### config.mk
export PLATFORM = sky130hd
export DESIGN_NAME = ad9911_serial_writer
export DESIGN_NICKNAME = d
export VERILOG_FILES = /design/src/rtl/ad9911_pkg.sv /design/src/rtl/ad9911_sclk_gen.sv /design/src/rtl/ad9911_serial_writer.sv
export SDC_FILE = /design/constraint.sdc
export NUM_CORES = 1
export LEC_CHECK = 0
export BUFFER_PORTS_ARGS = -buffer_cell sky130_fd_sc_hd__buf_2
export CAP_MARGIN = 20
export CORE_MARGIN = 4
export CORE_UTILIZATION = 30
export CTS_CLUSTER_SIZE = 24
export DETAILED_ROUTE_END_ITERATION = 12
export MAX_ROUTING_LAYER = met4
export PLACE_DENSITY_LB_ADDON = 0.12
export SLEW_MARGIN = 20
export SYNTH_ARGS = -nofsm -noshare
export SYNTH_HDL_FRONTEND = slang
export SYNTH_SLANG_ARGS = --single-unit
### constraint.sdc
create_clock -name CLOCK_10M -period 3 [get_ports CLOCK_10M]
set_input_delay 0.45 -clock CLOCK_10M [delete_from_list [all_inputs] [get_ports CLOCK_10M]]
set_output_delay 0.45 -clock CLOCK_10M [all_outputs]
set_load 0.1 [all_outputs]
### src/rtl/ad9911_pkg.sv
// Shared constants, register map and helpers for the AD9911 serial register writer.
package ad9911_pkg;

  localparam int unsigned ADDR_W  = 8;
  localparam int unsigned DATA_W  = 32;
  localparam int unsigned LEN_W   = 6;
  localparam int unsigned FRAME_W = 40;

  // AD9911 register map (channel-common and channel registers)
  localparam logic [ADDR_W-1:0] CSR   = 8'h00;
  localparam logic [ADDR_W-1:0] FR1   = 8'h01;
  localparam logic [ADDR_W-1:0] FR2   = 8'h02;
  localparam logic [ADDR_W-1:0] CFR   = 8'h03;
  localparam logic [ADDR_W-1:0] CTW0  = 8'h04;
  localparam logic [ADDR_W-1:0] CPOW0 = 8'h05;
  localparam logic [ADDR_W-1:0] ACR   = 8'h06;
  localparam logic [ADDR_W-1:0] LSRR  = 8'h07;
  localparam logic [ADDR_W-1:0] RDW   = 8'h08;
  localparam logic [ADDR_W-1:0] FDW   = 8'h09;
  localparam logic [ADDR_W-1:0] CTW1  = 8'h0A;

  localparam logic [ADDR_W-1:0] ADDR_MAX = 8'h18;

  // Instruction byte MSB: 0 selects a register write
  localparam logic INSTR_WRITE = 1'b0;

  typedef enum logic [2:0] {
    ST_IDLE,
    ST_CS_SETUP,
    ST_SHIFT_HI,
    ST_SHIFT_LO,
    ST_CS_HOLD,
    ST_IOUP,
    ST_ERR_WAIT
  } state_e;

  // Payload length in bits of the register at addr
  function automatic logic [LEN_W-1:0] reg_len(input logic [ADDR_W-1:0] addr);
    case (addr)
      CSR:                   reg_len = LEN_W'(8);
      FR1, CFR, ACR:         reg_len = LEN_W'(24);
      FR2, CPOW0, LSRR:      reg_len = LEN_W'(16);
      CTW0, RDW, FDW, CTW1:  reg_len = LEN_W'(32);
      default:               reg_len = LEN_W'(32);
    endcase
  endfunction

endpackage

### src/rtl/ad9911_sclk_gen.sv
// Half-period tick counter: flags the cycles on which SCLK should rise or fall.
module ad9911_sclk_gen
  import ad9911_pkg::*;
#(
  parameter int unsigned SCLK_HALF = 1
) (
  input  logic clk_i,
  input  logic rst_n_i,
  input  logic run_i,
  input  logic sclk_i,
  output logic rise_c_o,
  output logic fall_c_o
);

  localparam int unsigned CNT_W = 8;

  logic [CNT_W-1:0] cnt_q;
  logic             tick_c;

  assign tick_c   = run_i && (cnt_q == CNT_W'(SCLK_HALF - 1));
  assign rise_c_o = tick_c && !sclk_i;
  assign fall_c_o = tick_c && sclk_i;

  // Count cycles within the current half-period; restart when idle or on a tick
  always_ff @(posedge clk_i or negedge rst_n_i) begin
    if (!rst_n_i) begin
      cnt_q <= '0;
    end else if (!run_i || tick_c) begin
      cnt_q <= '0;
    end else begin
      cnt_q <= cnt_q + CNT_W'(1);
    end
  end

endmodule

### src/rtl/ad9911_serial_writer.sv
// Responder side of the TR/BUSY write handshake: serialises one AD9911 register write
// (instruction byte + payload, MSB first) and strobes IO_UPDATE afterwards.
module ad9911_serial_writer
  import ad9911_pkg::*;
#(
  parameter int unsigned SCLK_HALF = 1,
  parameter int unsigned IOUP_W    = 2
) (
  input  logic              CLOCK_10M,
  input  logic              RESET_N,
  input  logic              TR,
  input  logic [ADDR_W-1:0] ADDR,
  input  logic [DATA_W-1:0] DATA,
  input  logic              MRSET,
  output logic              BUSY,
  output logic              ERR,
  output logic              SCLK,
  output logic              SDIO,
  output logic              CS_N,
  output logic              IO_UPDATE,
  output logic              MASTER_RESET
);

  localparam int unsigned CNT_W = 4;

  state_e             state_q;
  logic               armed_q;
  logic               busy_q;
  logic               err_q;
  logic               sclk_q;
  logic               sdio_q;
  logic               cs_n_q;
  logic               ioup_q;
  logic               mreset_q;
  logic [FRAME_W-1:0] sr_q;
  logic [LEN_W-1:0]   bit_cnt_q;
  logic [CNT_W-1:0]   wait_q;

  logic               accept_d;
  logic               bad_addr_d;
  logic [LEN_W-1:0]   len_d;
  logic [DATA_W-1:0]  data_al_d;
  logic [FRAME_W-1:0] frame_d;
  logic               run_c;
  logic               rise_c;
  logic               fall_c;

  // Request decode and left-aligned frame assembly from the live ADDR/DATA inputs
  always_comb begin
    accept_d   = (state_q == ST_IDLE) && TR && armed_q && !MRSET;
    bad_addr_d = ADDR > ADDR_MAX;
    len_d      = reg_len(ADDR);
    data_al_d  = DATA << (LEN_W'(DATA_W) - len_d);
    frame_d    = {INSTR_WRITE, 2'b00, ADDR[4:0], data_al_d};
    run_c      = (state_q == ST_CS_SETUP) || (state_q == ST_SHIFT_HI) ||
                 (state_q == ST_SHIFT_LO) || (state_q == ST_CS_HOLD);
  end

  ad9911_sclk_gen #(
    .SCLK_HALF (SCLK_HALF)
  ) u_sclk_gen (
    .clk_i    (CLOCK_10M),
    .rst_n_i  (RESET_N),
    .run_i    (run_c),
    .sclk_i   (sclk_q),
    .rise_c_o (rise_c),
    .fall_c_o (fall_c)
  );

  // Transfer FSM with registered serial-port outputs; MRSET aborts any transfer
  always_ff @(posedge CLOCK_10M or negedge RESET_N) begin
    if (!RESET_N) begin
      state_q   <= ST_IDLE;
      armed_q   <= 1'b0;
      busy_q    <= 1'b0;
      err_q     <= 1'b0;
      sclk_q    <= 1'b0;
      sdio_q    <= 1'b0;
      cs_n_q    <= 1'b1;
      ioup_q    <= 1'b0;
      mreset_q  <= 1'b1;
      sr_q      <= '0;
      bit_cnt_q <= '0;
      wait_q    <= '0;
    end else begin
      mreset_q <= MRSET;
      if (!TR) begin
        armed_q <= 1'b1;
      end
      if (MRSET) begin
        state_q <= ST_IDLE;
        busy_q  <= 1'b0;
        sclk_q  <= 1'b0;
        sdio_q  <= 1'b0;
        cs_n_q  <= 1'b1;
        ioup_q  <= 1'b0;
      end else begin
        case (state_q)
          ST_IDLE: begin
            if (accept_d) begin
              armed_q <= 1'b0;
              busy_q  <= 1'b1;
              if (bad_addr_d) begin
                err_q   <= 1'b1;
                wait_q  <= CNT_W'(1);
                state_q <= ST_ERR_WAIT;
              end else begin
                cs_n_q    <= 1'b0;
                sdio_q    <= frame_d[FRAME_W-1];
                sr_q      <= frame_d << 1;
                bit_cnt_q <= len_d + LEN_W'(7);
                state_q   <= ST_CS_SETUP;
              end
            end
          end
          ST_CS_SETUP, ST_SHIFT_LO: begin
            if (rise_c) begin
              sclk_q  <= 1'b1;
              state_q <= ST_SHIFT_HI;
            end
          end
          ST_SHIFT_HI: begin
            if (fall_c) begin
              sclk_q <= 1'b0;
              if (bit_cnt_q == '0) begin
                state_q <= ST_CS_HOLD;
              end else begin
                sdio_q    <= sr_q[FRAME_W-1];
                sr_q      <= sr_q << 1;
                bit_cnt_q <= bit_cnt_q - LEN_W'(1);
                state_q   <= ST_SHIFT_LO;
              end
            end
          end
          ST_CS_HOLD: begin
            if (rise_c) begin
              cs_n_q  <= 1'b1;
              sdio_q  <= 1'b0;
              ioup_q  <= 1'b1;
              wait_q  <= CNT_W'(IOUP_W - 1);
              state_q <= ST_IOUP;
            end
          end
          ST_IOUP: begin
            if (wait_q == '0) begin
              ioup_q  <= 1'b0;
              busy_q  <= 1'b0;
              state_q <= ST_IDLE;
            end else begin
              wait_q <= wait_q - CNT_W'(1);
            end
          end
          ST_ERR_WAIT: begin
            if (wait_q == '0) begin
              busy_q  <= 1'b0;
              state_q <= ST_IDLE;
            end else begin
              wait_q <= wait_q - CNT_W'(1);
            end
          end
          default: begin
            state_q <= ST_IDLE;
          end
        endcase
      end
    end
  end

  assign BUSY         = busy_q;
  assign ERR          = err_q;
  assign SCLK         = sclk_q;
  assign SDIO         = sdio_q;
  assign CS_N         = cs_n_q;
  assign IO_UPDATE    = ioup_q;
  assign MASTER_RESET = mreset_q;

endmodule

======== Word-level counts from Yosys, hierarchy flattened ========
Memory sizes are Yosys's and may differ from the RTL's.
Index checks and enable logic that the tools add are counted.
operators by class
  reduce and logical (&&, ||, !) cells .... 36
  mux-type cells .......................... 49
  shift-type cells ........................ 1
  add/subtract/negate cells ............... 5
  $lt $le $gt $ge ......................... 1
  eq/ne operators ......................... 21
  bitwise operators ....................... 1
operator list
  operator             number
  $mux 40              4
  $pmux 40 s2          1
  $shl 32x6->32        1
  $mux 6               5
  $mux 3               8
  $ne 3x3->1 const B   7
  $mux 1               18
  $reduce_and 6->1     3
  $mux 4               4
  $pmux 3 s5           1
  $reduce_bool 3->1    5
  $ne 2x2->1 const B   7
  $pmux 4 s3           1
  $pmux 6 s2           1
  $eq 3x3->1 const B   3
  $reduce_and 3->1     3
  $add 8x1->8 const B  1
  $gt 8x5->1 const B   1
  $logic_not 4->1      2
  $logic_not 8->1      1
  $mux 8               1
  $pmux 1 s2           4
  $reduce_and 4->1     2
  $add 6x3->6 const B  1
  other kinds (17)     29
storage, ports and cells
  flip-flop bits (word level) ............. 69
  output and inout bits ................... 7
  input port bits ......................... 44
  memory bits (read-only) ................. 48
  word-level logic and storage cells ...... 128
  memories kept ........................... 1
memories
  name              depth  width  read ports  clocked after Yosys merged registers in  write ports  RTL line          text
  (name not given)  16     3      1           0                                        0            ad9911_pkg.sv:39  case (addr)

======== Logic depth before layout (Yosys ltp) ========
Gate-level depths: netlist of the first run.
  depth in word-level cells ............... 9
  mapped depth ............................ 13
  gate-level depth less buffers ........... 10

======== By module ========
Synthesis of the first run repeated with hierarchy kept, for this count alone.
unflattened totals
  cells, all modules ...................... 454
  area, all modules ....................... 4037.6 µm²
by module, submodules not included
  module                seq. area each (µm²)  instances  area an instance (µm²)  cells each
  ad9911_serial_writer  1503.9                1          3611.0                  411
  ad9911_sclk_gen       200.2                 1          426.7                   43

======== Worst setup path before layout of the first run ========
OpenSTA, ideal clock, no wires.
  path type ............................... input -> register
  start point ............................. input port ADDR[7]
  end point ............................... register sr_q[8]
  path slack .............................. -0.200 ns
  cell stages on the path ................. 12
  required time ........................... 2.874 ns
  setup time .............................. 0.126 ns
  path buffers ............................ 3
  arrival ................................. 3.074 ns
  cell sequence ........................... or3_4 -> nor3_4 -> clkbuf_1 -> o21ai_0 -> ha_1 -> clkbuf_1 -> inv_1 -> and3_1 -> mux2_2 -> clkbuf_1 -> a32oi_1 -> a21oi_1
on the way
  longest elaborated chain between the ends .. 7
  elaborated cells between the ends (all ways) .. 10
  those cells by class .................... 1 x add/sub; 1 x order compare; 1 x eq/ne; 1 x shift; 4 x mux; 2 x reduce/logical
ends and longest elaborated chain
  element                 RTL line                     text
  start: declaration      ad9911_serial_writer.sv:12   input logic [ADDR_W-1:0] ADDR,
  $logic_not 4->1         ad9911_pkg.sv:39
  $mux 6                  ad9911_pkg.sv:39
  $sub 6x6->6             ad9911_serial_writer.sv:53   data_al_d = DATA << (LEN_W'(DATA_W) - len_d);
  $shl 32x6->32           ad9911_serial_writer.sv:53
  $mux 40                 ad9911_serial_writer.sv:103  if (bad_addr_d) begin
  $mux 40                 ad9911_serial_writer.sv:100  if (accept_d) begin
  $pmux 40 s2             ad9911_serial_writer.sv:98   case (state_q)
  end signal: assignment  ad9911_serial_writer.sv:110  sr_q <= frame_d << 1;
  end signal: assignment  ad9911_serial_writer.sv:129  sr_q <= sr_q << 1;
  end: declaration        ad9911_serial_writer.sv:35   logic [FRAME_W-1:0] sr_q;
Parallel ways exist; a longest one is shown, timed or not. The select of a mux whose other input is x is not followed.
A chain may end at the register's enable or synchronous reset.

======== Final worst setup path of the first run ========
  start point ............................. register bit_cnt_q[0]
  end point ............................... register sr_q[25]
on the way
  longest elaborated chain between the ends .. 3
ends and longest elaborated chain
  element                            RTL line                     text
  start: declaration                 ad9911_serial_writer.sv:36   logic [LEN_W-1:0] bit_cnt_q;
  start signal: assignment           ad9911_serial_writer.sv:111  bit_cnt_q <= len_d + LEN_W'(7);
  start signal: assignment           ad9911_serial_writer.sv:130  bit_cnt_q <= bit_cnt_q - LEN_W'(1);
  $logic_not 6->1                    ad9911_serial_writer.sv:125  if (bit_cnt_q == '0) begin
  $ne 2x2->1 (no source line)        --
  $reduce_and 6->1 (no source line)  --
No other way between the ends.

==> run_summary.xml, run 1 <==
<?xml version="1.0" encoding="UTF-8"?>
<metrics>
  <group name="pwr">
    <metric name="sequential_group_share_of_total_power" unit="%">35.3</metric>
    <metric name="static-leakage-power" unit="nW">2.15</metric>
    <metric name="p_sw_share" unit="%">39.4</metric>
    <metric name="p_per_area" unit="mW/mm2">875</metric>
    <metric name="power_frac_comb" unit="%">40.1</metric>
    <metric name="worst_voltage_drop_across_the_vdd_grid" unit="uV">405</metric>
    <metric name="switching_power" unit="mW">1.68</metric>
    <metric name="power.clock.fraction" unit="%">24.6</metric>
    <metric name="internal_power" unit="mW">2.58</metric>
  </group>
  <group name="synthesis">
    <metric name="postSynthCellCount" unit="">451</metric>
    <metric name="ys_warn_count" unit="">0</metric>
    <metric name="post_synthesis_sequential_element_count" unit="">68</metric>
    <metric name="synth_edf_count" unit="">0</metric>
    <metric name="synth-main-ff-cell" unit="">dfrtp_1</metric>
    <metric name="largest_cells_by_area_after_synthesis" unit="">dfrtp_1 41%, a21oi_1 4.6%, mux4_2 4.4%, nand2_1 4.3%, nor2_1 3.8%</metric>
    <metric name="synth_area" unit="mm2">0.00406</metric>
    <metric name="proportion_of_register_bits_with_asynchronous_set_or_reset_after_synthesis" unit="%">100</metric>
    <metric name="synthesized_area_divided_by_synthesized_cell_count" unit="um2">9.01</metric>
    <metric name="synth-seq-area-share" unit="%">42.0</metric>
    <metric name="syn_nets" unit="">500</metric>
    <metric name="synth.distinct_cells" unit="">60</metric>
    <metric name="synth_area_leader_cell" unit="">dfrtp_1</metric>
    <metric name="synth_largest_type_area_fraction" unit="%">40.7</metric>
  </group>
  <group name="timing">
    <metric name="min_period" unit="ps">2580</metric>
    <metric name="worst_slew_pin_slew" unit="ps">745</metric>
    <metric name="maxSlewViolCount" unit="">0</metric>
    <metric name="finalCritPeriodShare" unit="%">86.1</metric>
    <metric name="grt_setup_unrepaired" unit="">false</metric>
    <metric name="fmax" unit="MHz">387</metric>
    <metric name="timing_hold_violations_final" unit="">0</metric>
    <metric name="setup_tns" unit="ps">0</metric>
    <metric name="maxSlewHeadroom" unit="%">50.3</metric>
    <metric name="fin_hold_ws" unit="ps">179</metric>
    <metric name="setup_viol" unit="">0</metric>
    <metric name="clock-skew-final" unit="ps">7.91</metric>
  </group>
  <group name="floorplanning">
    <metric name="rows" unit="">42</metric>
    <metric name="chipHeight" unit="um">124</metric>
    <metric name="floorplan.initialDensity" unit="%">30.7</metric>
    <metric name="floorplan.core_area" unit="mm2">0.0132</metric>
    <metric name="overall_die_width" unit="um">124</metric>
    <metric name="design.portCount" unit="">51</metric>
    <metric name="die-area" unit="mm2">0.0155</metric>
  </group>
  <group name="clocking">
    <metric name="numClockSinks" unit="">68</metric>
    <metric name="cts_tree" unit="">yes</metric>
    <metric name="post_cts_resize_count" unit="">0</metric>
    <metric name="cts.clk_slew.worst_paths" unit="ps">60</metric>
    <metric name="cts.htree.levels" unit="">3</metric>
    <metric name="clkLatencyLatePin" unit="ps">340</metric>
    <metric name="cts_hold_buf" unit="">0</metric>
    <metric name="clock-root-buffer" unit="">clkbuf_16</metric>
    <metric name="cts_post_setup_buffers_inserted" unit="">0</metric>
    <metric name="numCtsBuffers" unit="">9</metric>
    <metric name="max-clock-path-buffers" unit="">2</metric>
  </group>
  <group name="final_layout">
    <metric name="post_route_cells_drive_above_1_share" unit="%">21.7</metric>
    <metric name="flow.area_growth_from_synthesis" unit="%">19.7</metric>
    <metric name="fillerInstances" unit="">1377</metric>
    <metric name="finalNonFillerCells" unit="">679</metric>
    <metric name="design_area" unit="mm2">0.00486</metric>
    <metric name="nets" unit="">547</metric>
    <metric name="antenna_cells_inserted" unit="">0</metric>
  </group>
  <group name="worst_setup_path">
    <metric name="criticalPathCategory" unit="">flop to flop</metric>
    <metric name="setup.worst_path.end_class" unit="">flop</metric>
    <metric name="start_kind" unit="">flop</metric>
    <metric name="critical_path_arrival" unit="ps">2810</metric>
    <metric name="critical_path.max_fanout" unit="">35</metric>
    <metric name="worst-endpoint-required" unit="ps">3220</metric>
  </group>
  <group name="routing">
    <metric name="detail_route.iter0.violations" unit="">234</metric>
    <metric name="viasPerCell" unit="">5.33</metric>
    <metric name="drt_pre_antenna_iters" unit="">5</metric>
    <metric name="drcViolationCount" unit="">0</metric>
    <metric name="routed_wl" unit="mm">11.2</metric>
    <metric name="detailroute.via_count" unit="">3620</metric>
    <metric name="wl_per_cell" unit="um">16.5</metric>
    <metric name="post_detailed_route_count_of_antenna_violating_nets" unit="">0</metric>
  </group>
  <group name="outcome">
    <metric name="status" unit="">complete, no violations</metric>
  </group>
  <group name="min_path">
    <metric name="hold_class" unit="">input pin to async pin</metric>
  </group>
  <group name="global_route">
    <metric name="grt_antenna_before_repair" unit="">0</metric>
    <metric name="global_route.usage.total" unit="%">15.1</metric>
    <metric name="wire_length_of_the_first_global_routing_pass" unit="mm">18.5</metric>
    <metric name="grt_max_degree" unit="">51</metric>
    <metric name="grt-ovfl-total" unit="">0</metric>
    <metric name="grt_pass1_vias" unit="">3558</metric>
  </group>
  <group name="placement">
    <metric name="place.gp.congestion" unit="">0.840</metric>
    <metric name="place.detailed.hpwl" unit="mm">7.85</metric>
    <metric name="placed_area" unit="mm2">0.00457</metric>
    <metric name="port_buffers" unit="">50</metric>
    <metric name="numPlacedInstances" unit="">663</metric>
  </group>
  <group name="flow_run">
    <metric name="timing.max_cap.violations" unit="">0</metric>
  </group>
</metrics>
## path summary, 6_finish.rpt
path | from | end | slack (ps) | cells after the start
hold / removal | RESET_N | wait_q[2] | 180 | 1
setup reg to reg | bit_cnt_q[0] | sr_q[25] | 420 | 8
hold reg to reg | ERR | ERR | 460 | 1
min in group CLOCK_10M | TR | armed_q | 320 | 2
max in group asynchronous | RESET_N | sr_q[24] | 2140 | 2
setup / recovery | bit_cnt_q[0] | sr_q[25] | 420 | 8
## cell families after synthesis
logic type,count (synthesis),synth area share (%)
XOR/XNOR,9,1.94
AND/OR/NAND/NOR,179,22.6
flip-flops,68,42.0
AO/OA/AOI/OAI,131,21.0
adder cells (fa/ha/maj),5,1.54
multiplexers,16,6.44
buffers and inverters,43,4.50
## synthesized netlist by cell type (all sizes together), types with 2 or more instances
cell / number
buf: 12
and2: 11
a211oi: 2
o21ai: 23
ha: 5
nand2b: 5
a21oi: 38
o211ai: 8
mux2i: 7
or4b: 5
a21boi: 9
a211o: 9
or3b: 3
nand3: 21
nor3: 11
a31oi: 12
inv: 12
o31ai: 2
a32oi: 7
a22oi: 9
xor2: 6
dfstp: 2
nand4: 2
nor2: 41
mux4: 8
clkbuf: 19
and3: 20
nand2: 47
xnor2: 3
dfrtp: 66
or3: 5
## stage by stage
step	power [mW]	setup WS (ps)	utilization, %
floorplan	2.72	26.1	-
global placement	3.21	339	34.5
detailed placement	3.24	301	34.5
CTS	4.32	389	36.7
global route	4.60	247	36.7
finish	4.25	416	36.7
## cells in the final DEF (no fill, tap or decap), types with 11 or more instances in the layout
| cell type | count |
|---|---|
| a21oi_1 | 37 |
| a31oi_1 | 12 |
| and3_1 | 20 |
| buf_2 | 50 |
| buf_4 | 14 |
| dfrtp_1 | 66 |
| inv_1 | 11 |
| nand2_1 | 47 |
| nand3_1 | 21 |
| nor2_1 | 41 |
| o21ai_0 | 23 |
## power groups by stage
stage / clock network [mW] / logic (mW) / registers, mW
finish: 1.05 / 1.70 / 1.50
global route: 1.13 / 1.92 / 1.55
CTS: 1.09 / 1.73 / 1.50
detailed placement: 0 / 1.73 / 1.51
global placement: 0 / 1.70 / 1.51
floorplan: 0 / 1.17 / 1.55
## state kept, by name, summed over array words and instances (netlist names), 3 cells and up
signal            flops
u_sclk_gen.cnt_q      8
wait_q                4
sr_q                 39
bit_cnt_q             6
state_q               3
## cell type report
| cell class | instances | area [um2] | share of cell area [%] |
|---|---|---|---|
| clock inverter | 7 | 67.6 | 1.39 |
| inverter | 12 | 45.0 | 0.926 |
| clock buffer | 9 | 225 | 4.63 |
| tap | 176 | 220 | 4.53 |
| sequential | 68 | 1700 | 35.0 |
| multi-input combinational | 340 | 2180 | 44.9 |
| timing repair buffer | 67 | 415 | 8.54 |
## per-layer routing
layer / vias up / wire (um) / GRT usage (%)
met1: 1772 / 5450 / 20.5
met2: 89 / 5100 / 22.6
met5: - / 0 / -
li1: 1743 / - / -
met3: 16 / 439 / 3.30
met4: 0 / 191 / 4.96
## critical path: stages (launching register included)
cell	delay, ps
dfrtp_1	410
inv_1	70
ha_1	260
or4b_2	670
o221ai_1	340
nor3_2	110
buf_12	180
and3_1	210
a211o_1	220
Power figures use the tool's default switching activity.
==> run 2: changes to the inputs <==
- ABC_AREA: unset -> 1
- BUFFER_PORTS_ARGS: -buffer_cell sky130_fd_sc_hd__buf_2 -> unset
- CORE_UTILIZATION: 30 -> 35
- DONT_BUFFER_PORTS: unset -> 1
==> run 2 against run 1 <==
The flow now finishes with violations (hold timing). Synthesized cell count increased by 52%. Via count is 15% higher. Design area increased by 3.4%. Sequential power grew 7%. Largest power group unchanged.
==> run_summary.xml, run 2 <==
<?xml version="1.0" encoding="UTF-8"?>
<metrics>
  <group name="synthesis">
    <metric name="proportion_of_register_bits_with_asynchronous_set_or_reset_after_synthesis" unit="%">100</metric>
    <metric name="synth_area" unit="mm2">0.00458</metric>
    <metric name="post_synth_most_frequent_cells" unit="">200 x nand2_1, 104 x nor2_1, 85 x nand3_1, 73 x inv_1, 66 x dfrtp_1</metric>
    <metric name="synth_area_leader_cell" unit="">dfrtp_1</metric>
    <metric name="synth_largest_type_area_fraction" unit="%">36.1</metric>
    <metric name="synth_simple_gate_area_share" unit="%">43.3</metric>
    <metric name="synth_compound_area_share" unit="%">7.05</metric>
    <metric name="synth_fa_ha_area_share" unit="%">1.37</metric>
    <metric name="syn_nets" unit="">736</metric>
    <metric name="ys_warn_count" unit="">0</metric>
    <metric name="postSynthCellCount" unit="">687</metric>
    <metric name="yosys.cell_count.top_type" unit="">nand2_1</metric>
    <metric name="synthesized_area_divided_by_synthesized_cell_count" unit="um2">6.67</metric>
    <metric name="synth-main-ff-cell" unit="">dfrtp_1</metric>
    <metric name="synth.distinct_cells" unit="">39</metric>
    <metric name="synth_top_family_by_area" unit="">simple AND/OR/NAND/NOR gates</metric>
    <metric name="synth_edf_count" unit="">0</metric>
    <metric name="largest_cells_by_area_after_synthesis" unit="">dfrtp_1 36%, nand2_1 16%, nand3_1 9.3%, nor2_1 8.5%, inv_1 6.0%</metric>
    <metric name="synth-seq-area-share" unit="%">37.2</metric>
    <metric name="synth.area.mux_share" unit="%">0.219</metric>
    <metric name="post_synthesis_sequential_element_count" unit="">68</metric>
    <metric name="post_synth_xor_area_fraction" unit="%">0.574</metric>
  </group>
  <group name="routing">
    <metric name="wl_per_cell" unit="um">13.7</metric>
    <metric name="highest-signal-layer" unit="">met4</metric>
    <metric name="routed_wl" unit="mm">11.8</metric>
    <metric name="wl_met3" unit="um">536</metric>
    <metric name="post_detailed_route_count_of_antenna_violating_nets" unit="">0</metric>
    <metric name="detail_route.iter0.violations" unit="">317</metric>
    <metric name="wl_met2" unit="mm">5.37</metric>
    <metric name="drcViolationCount" unit="">0</metric>
    <metric name="viasPerCell" unit="">4.86</metric>
    <metric name="wl_met1" unit="mm">5.62</metric>
    <metric name="drt_pre_antenna_iters" unit="">5</metric>
    <metric name="detailroute.via_count" unit="">4165</metric>
  </group>
  <group name="global_route">
    <metric name="wire_length_of_the_first_global_routing_pass" unit="mm">19.6</metric>
    <metric name="grt_pass1_vias" unit="">3942</metric>
    <metric name="grt_max_degree" unit="">69</metric>
    <metric name="global_route.usage.total" unit="%">17.1</metric>
    <metric name="grt_antenna_before_repair" unit="">0</metric>
    <metric name="grt-ovfl-total" unit="">0</metric>
  </group>
  <group name="worst_setup_path">
    <metric name="worst_r2r_path_depth" unit="">10</metric>
    <metric name="worstPathBufferInverterCount" unit="">2</metric>
    <metric name="critical_path.max_fanout" unit="">39</metric>
    <metric name="slowest_cell_on_crit_path" unit="">dfrtp_1</metric>
    <metric name="timing.reg2reg.setup_slack" unit="ps">760</metric>
    <metric name="critPathLaunch" unit="">u_sclk_gen.cnt_q[0]</metric>
    <metric name="worstSetupEndpoint" unit="">sr_q[25]</metric>
    <metric name="worst-endpoint-required" unit="ps">3220</metric>
    <metric name="criticalPathCategory" unit="">flop to flop</metric>
    <metric name="reg2reg_to" unit="">sr_q[25]</metric>
    <metric name="critical_path_arrival" unit="ps">2460</metric>
    <metric name="start_kind" unit="">flop</metric>
    <metric name="rr_startpoint" unit="">u_sclk_gen.cnt_q[0]</metric>
    <metric name="critical_path.cell_chain" unit="">inv_1, ha_1, nand2_1, nor2_1, nand3_2, nand2_2, nand3_2, buf_4, nor2_1, a21boi_1</metric>
    <metric name="cp_slowest_stage_delay" unit="ps">420</metric>
    <metric name="stages_on_the_worst_setup_path" unit="">10</metric>
    <metric name="setup.worst_path.end_class" unit="">flop</metric>
    <metric name="crit_path_leading_delay_family" unit="">simple AND/OR/NAND/NOR gates</metric>
  </group>
  <group name="clocking">
    <metric name="cts.htree.levels" unit="">3</metric>
    <metric name="cts.clk_slew.worst_paths" unit="ps">60</metric>
    <metric name="numCtsBuffers" unit="">9</metric>
    <metric name="cts_tree" unit="">yes</metric>
    <metric name="numClockSinks" unit="">68</metric>
    <metric name="cts_post_setup_buffers_inserted" unit="">0</metric>
    <metric name="clock-root-buffer" unit="">clkbuf_16</metric>
    <metric name="clkLatencyLatePin" unit="ps">340</metric>
    <metric name="max-clock-path-buffers" unit="">2</metric>
  </group>
  <group name="placement">
    <metric name="detailedPlace.worstSlack" unit="ps">732</metric>
    <metric name="place.detailed.hpwl" unit="mm">8.31</metric>
    <metric name="numPlacedInstances" unit="">840</metric>
    <metric name="place.gp.congestion" unit="">0.913</metric>
    <metric name="port_buffers" unit="">0</metric>
  </group>
  <group name="timing">
    <metric name="setup_viol" unit="">0</metric>
    <metric name="maxSlewViolCount" unit="">0</metric>
    <metric name="min_period" unit="ps">2240</metric>
    <metric name="grt_setup_unrepaired" unit="">false</metric>
    <metric name="worst_slew_pin_slew" unit="ps">916</metric>
    <metric name="finalCritPeriodShare" unit="%">74.7</metric>
    <metric name="clock-skew-final" unit="ps">5.10</metric>
    <metric name="fmax" unit="MHz">446</metric>
    <metric name="setup_tns" unit="ps">0</metric>
    <metric name="maxSlewHeadroom" unit="%">38.9</metric>
    <metric name="timing_hold_violations_final" unit="">22</metric>
    <metric name="fin_hold_ws" unit="ps">-15.9</metric>
    <metric name="postLayoutSetupSlackWorst" unit="ps">758</metric>
  </group>
  <group name="final_layout">
    <metric name="max_ffs_per_register" unit="">39</metric>
    <metric name="final_common_cell" unit="">nand2_1</metric>
    <metric name="nets" unit="">729</metric>
    <metric name="seqCellArea" unit="mm2">0.00170</metric>
    <metric name="post_route_cells_drive_above_1_share" unit="%">8.32</metric>
    <metric name="fillerInstances" unit="">1410</metric>
    <metric name="reg_top3" unit="">sr_q x39, u_sclk_gen.cnt_q x8, bit_cnt_q x6</metric>
    <metric name="antenna_cells_inserted" unit="">0</metric>
    <metric name="multi_input_area" unit="mm2">0.00240</metric>
    <metric name="flow.area_growth_from_synthesis" unit="%">9.81</metric>
    <metric name="final_cell_mix" unit="">200 x nand2_1, 104 x nor2_1, 85 x nand3_1</metric>
    <metric name="finalNonFillerCells" unit="">857</metric>
    <metric name="largest_register" unit="">sr_q</metric>
  </group>
  <group name="floorplanning">
    <metric name="floorplan.core_area" unit="mm2">0.0127</metric>
    <metric name="rows" unit="">41</metric>
    <metric name="design.portCount" unit="">51</metric>
    <metric name="floorplan.initialDensity" unit="%">36.0</metric>
    <metric name="chipHeight" unit="um">122</metric>
    <metric name="overall_die_width" unit="um">122</metric>
    <metric name="die-area" unit="mm2">0.0150</metric>
  </group>
  <group name="flow_run">
    <metric name="timing.max_cap.violations" unit="">0</metric>
  </group>
  <group name="pwr">
    <metric name="power" unit="mW">4.51</metric>
    <metric name="p_per_area" unit="mW/mm2">897</metric>
    <metric name="static-leakage-power" unit="nW">2.63</metric>
    <metric name="worst_voltage_drop_across_the_vdd_grid" unit="uV">436</metric>
  </group>
  <group name="min_path">
    <metric name="hold_class" unit="">input pin to async pin</metric>
  </group>
  <group name="outcome">
    <metric name="status" unit="">finished, violations left</metric>
    <metric name="violations" unit="">hold timing</metric>
  </group>
</metrics>
## run 2: changes by cell type after synthesis, moves of 11 or more
cell	delta
a21oi_1	-27
a31oi_1	-12
and3_1	-19
clkbuf_1	-11
inv_1	+62
nand2_1	+153
nand3_1	+64
nand4_1	+17
nor2_1	+63
## run 2: worst min path at each step
stage / start / endpoint / slack, ps / cells after the start
finish: RESET_N / u_sclk_gen.cnt_q[2] / -20 / 1
global route: RESET_N / u_sclk_gen.cnt_q[2] / 10 / 1
CTS: RESET_N / u_sclk_gen.cnt_q[2] / 3 / 1
detailed placement: RESET_N / u_sclk_gen.cnt_q[2] / 160 / 0
global placement: RESET_N / wait_q[2] / 160 / 0
floorplan: RESET_N / BUSY / 150 / 0
## run 2: per-layer routing
| layer | up-vias | track usage (%) |
|---|---|---|
| met5 | - | - |
| met4 | 0 | 6.93 |
| met3 | 15 | 3.23 |
| met2 | 76 | 25.7 |
| met1 | 1908 | 22.9 |
| li1 | 2166 | - |
## run 2: kinds of logic (layout without fill, tap and decap cells)
logic type | count (synthesis) | in the layout
fa+ha+maj | 5 | 5
mux | 1 | 1
simple gates | 447 | 447
buf+inv | 108 | 106
flops | 68 | 68
xor+xnor | 3 | 3
compound gates | 55 | 55
## run 2: cell type report
cell class	count	area share, %
Multi-Input combinational cell	511	47.8
Sequential cell	68	33.9
Inverter	78	5.82
Clock buffer	10	4.75
Tap cell	172	4.28
Timing Repair Buffer	12	2.19
Clock inverter	6	1.27
## run 2: what timing repair did
| item | CTS | global route |
|---|---|---|
| endpoints found under the hold margin | 68 | 0 |
| setup endpoints to repair | 0 | 0 |
| hold buffers | 1 | 0 |
| resized for setup | 0 | 0 |
## run 2: stage by stage
stage / cell area, um2 / util (%)
after CTS: 5030 / 39.5
after global routing: 5030 / 39.5
after global placement: 4700 / 36.9
after detailed placement: 4700 / 36.9
after floorplan: 4580 / -
final: 5030 / 39.5
## run 2: worst register-to-register path: stages (launching register included)
cell	delay, ps
dfrtp_1	420
inv_1	70
ha_1	140
nand2_1	60
nor2_1	250
nand3_2	130
nand2_2	420
nand3_2	100
buf_4	290
nor2_1	160
a21boi_1	80
## run 2: report_power, final
group          internal (mW)  total [mW]  leakage (nW)  switching (mW)
clock                  0.664        1.08         0.144           0.416
combinational          0.620        1.83          1.68            1.21
sequential              1.27        1.60         0.811           0.336
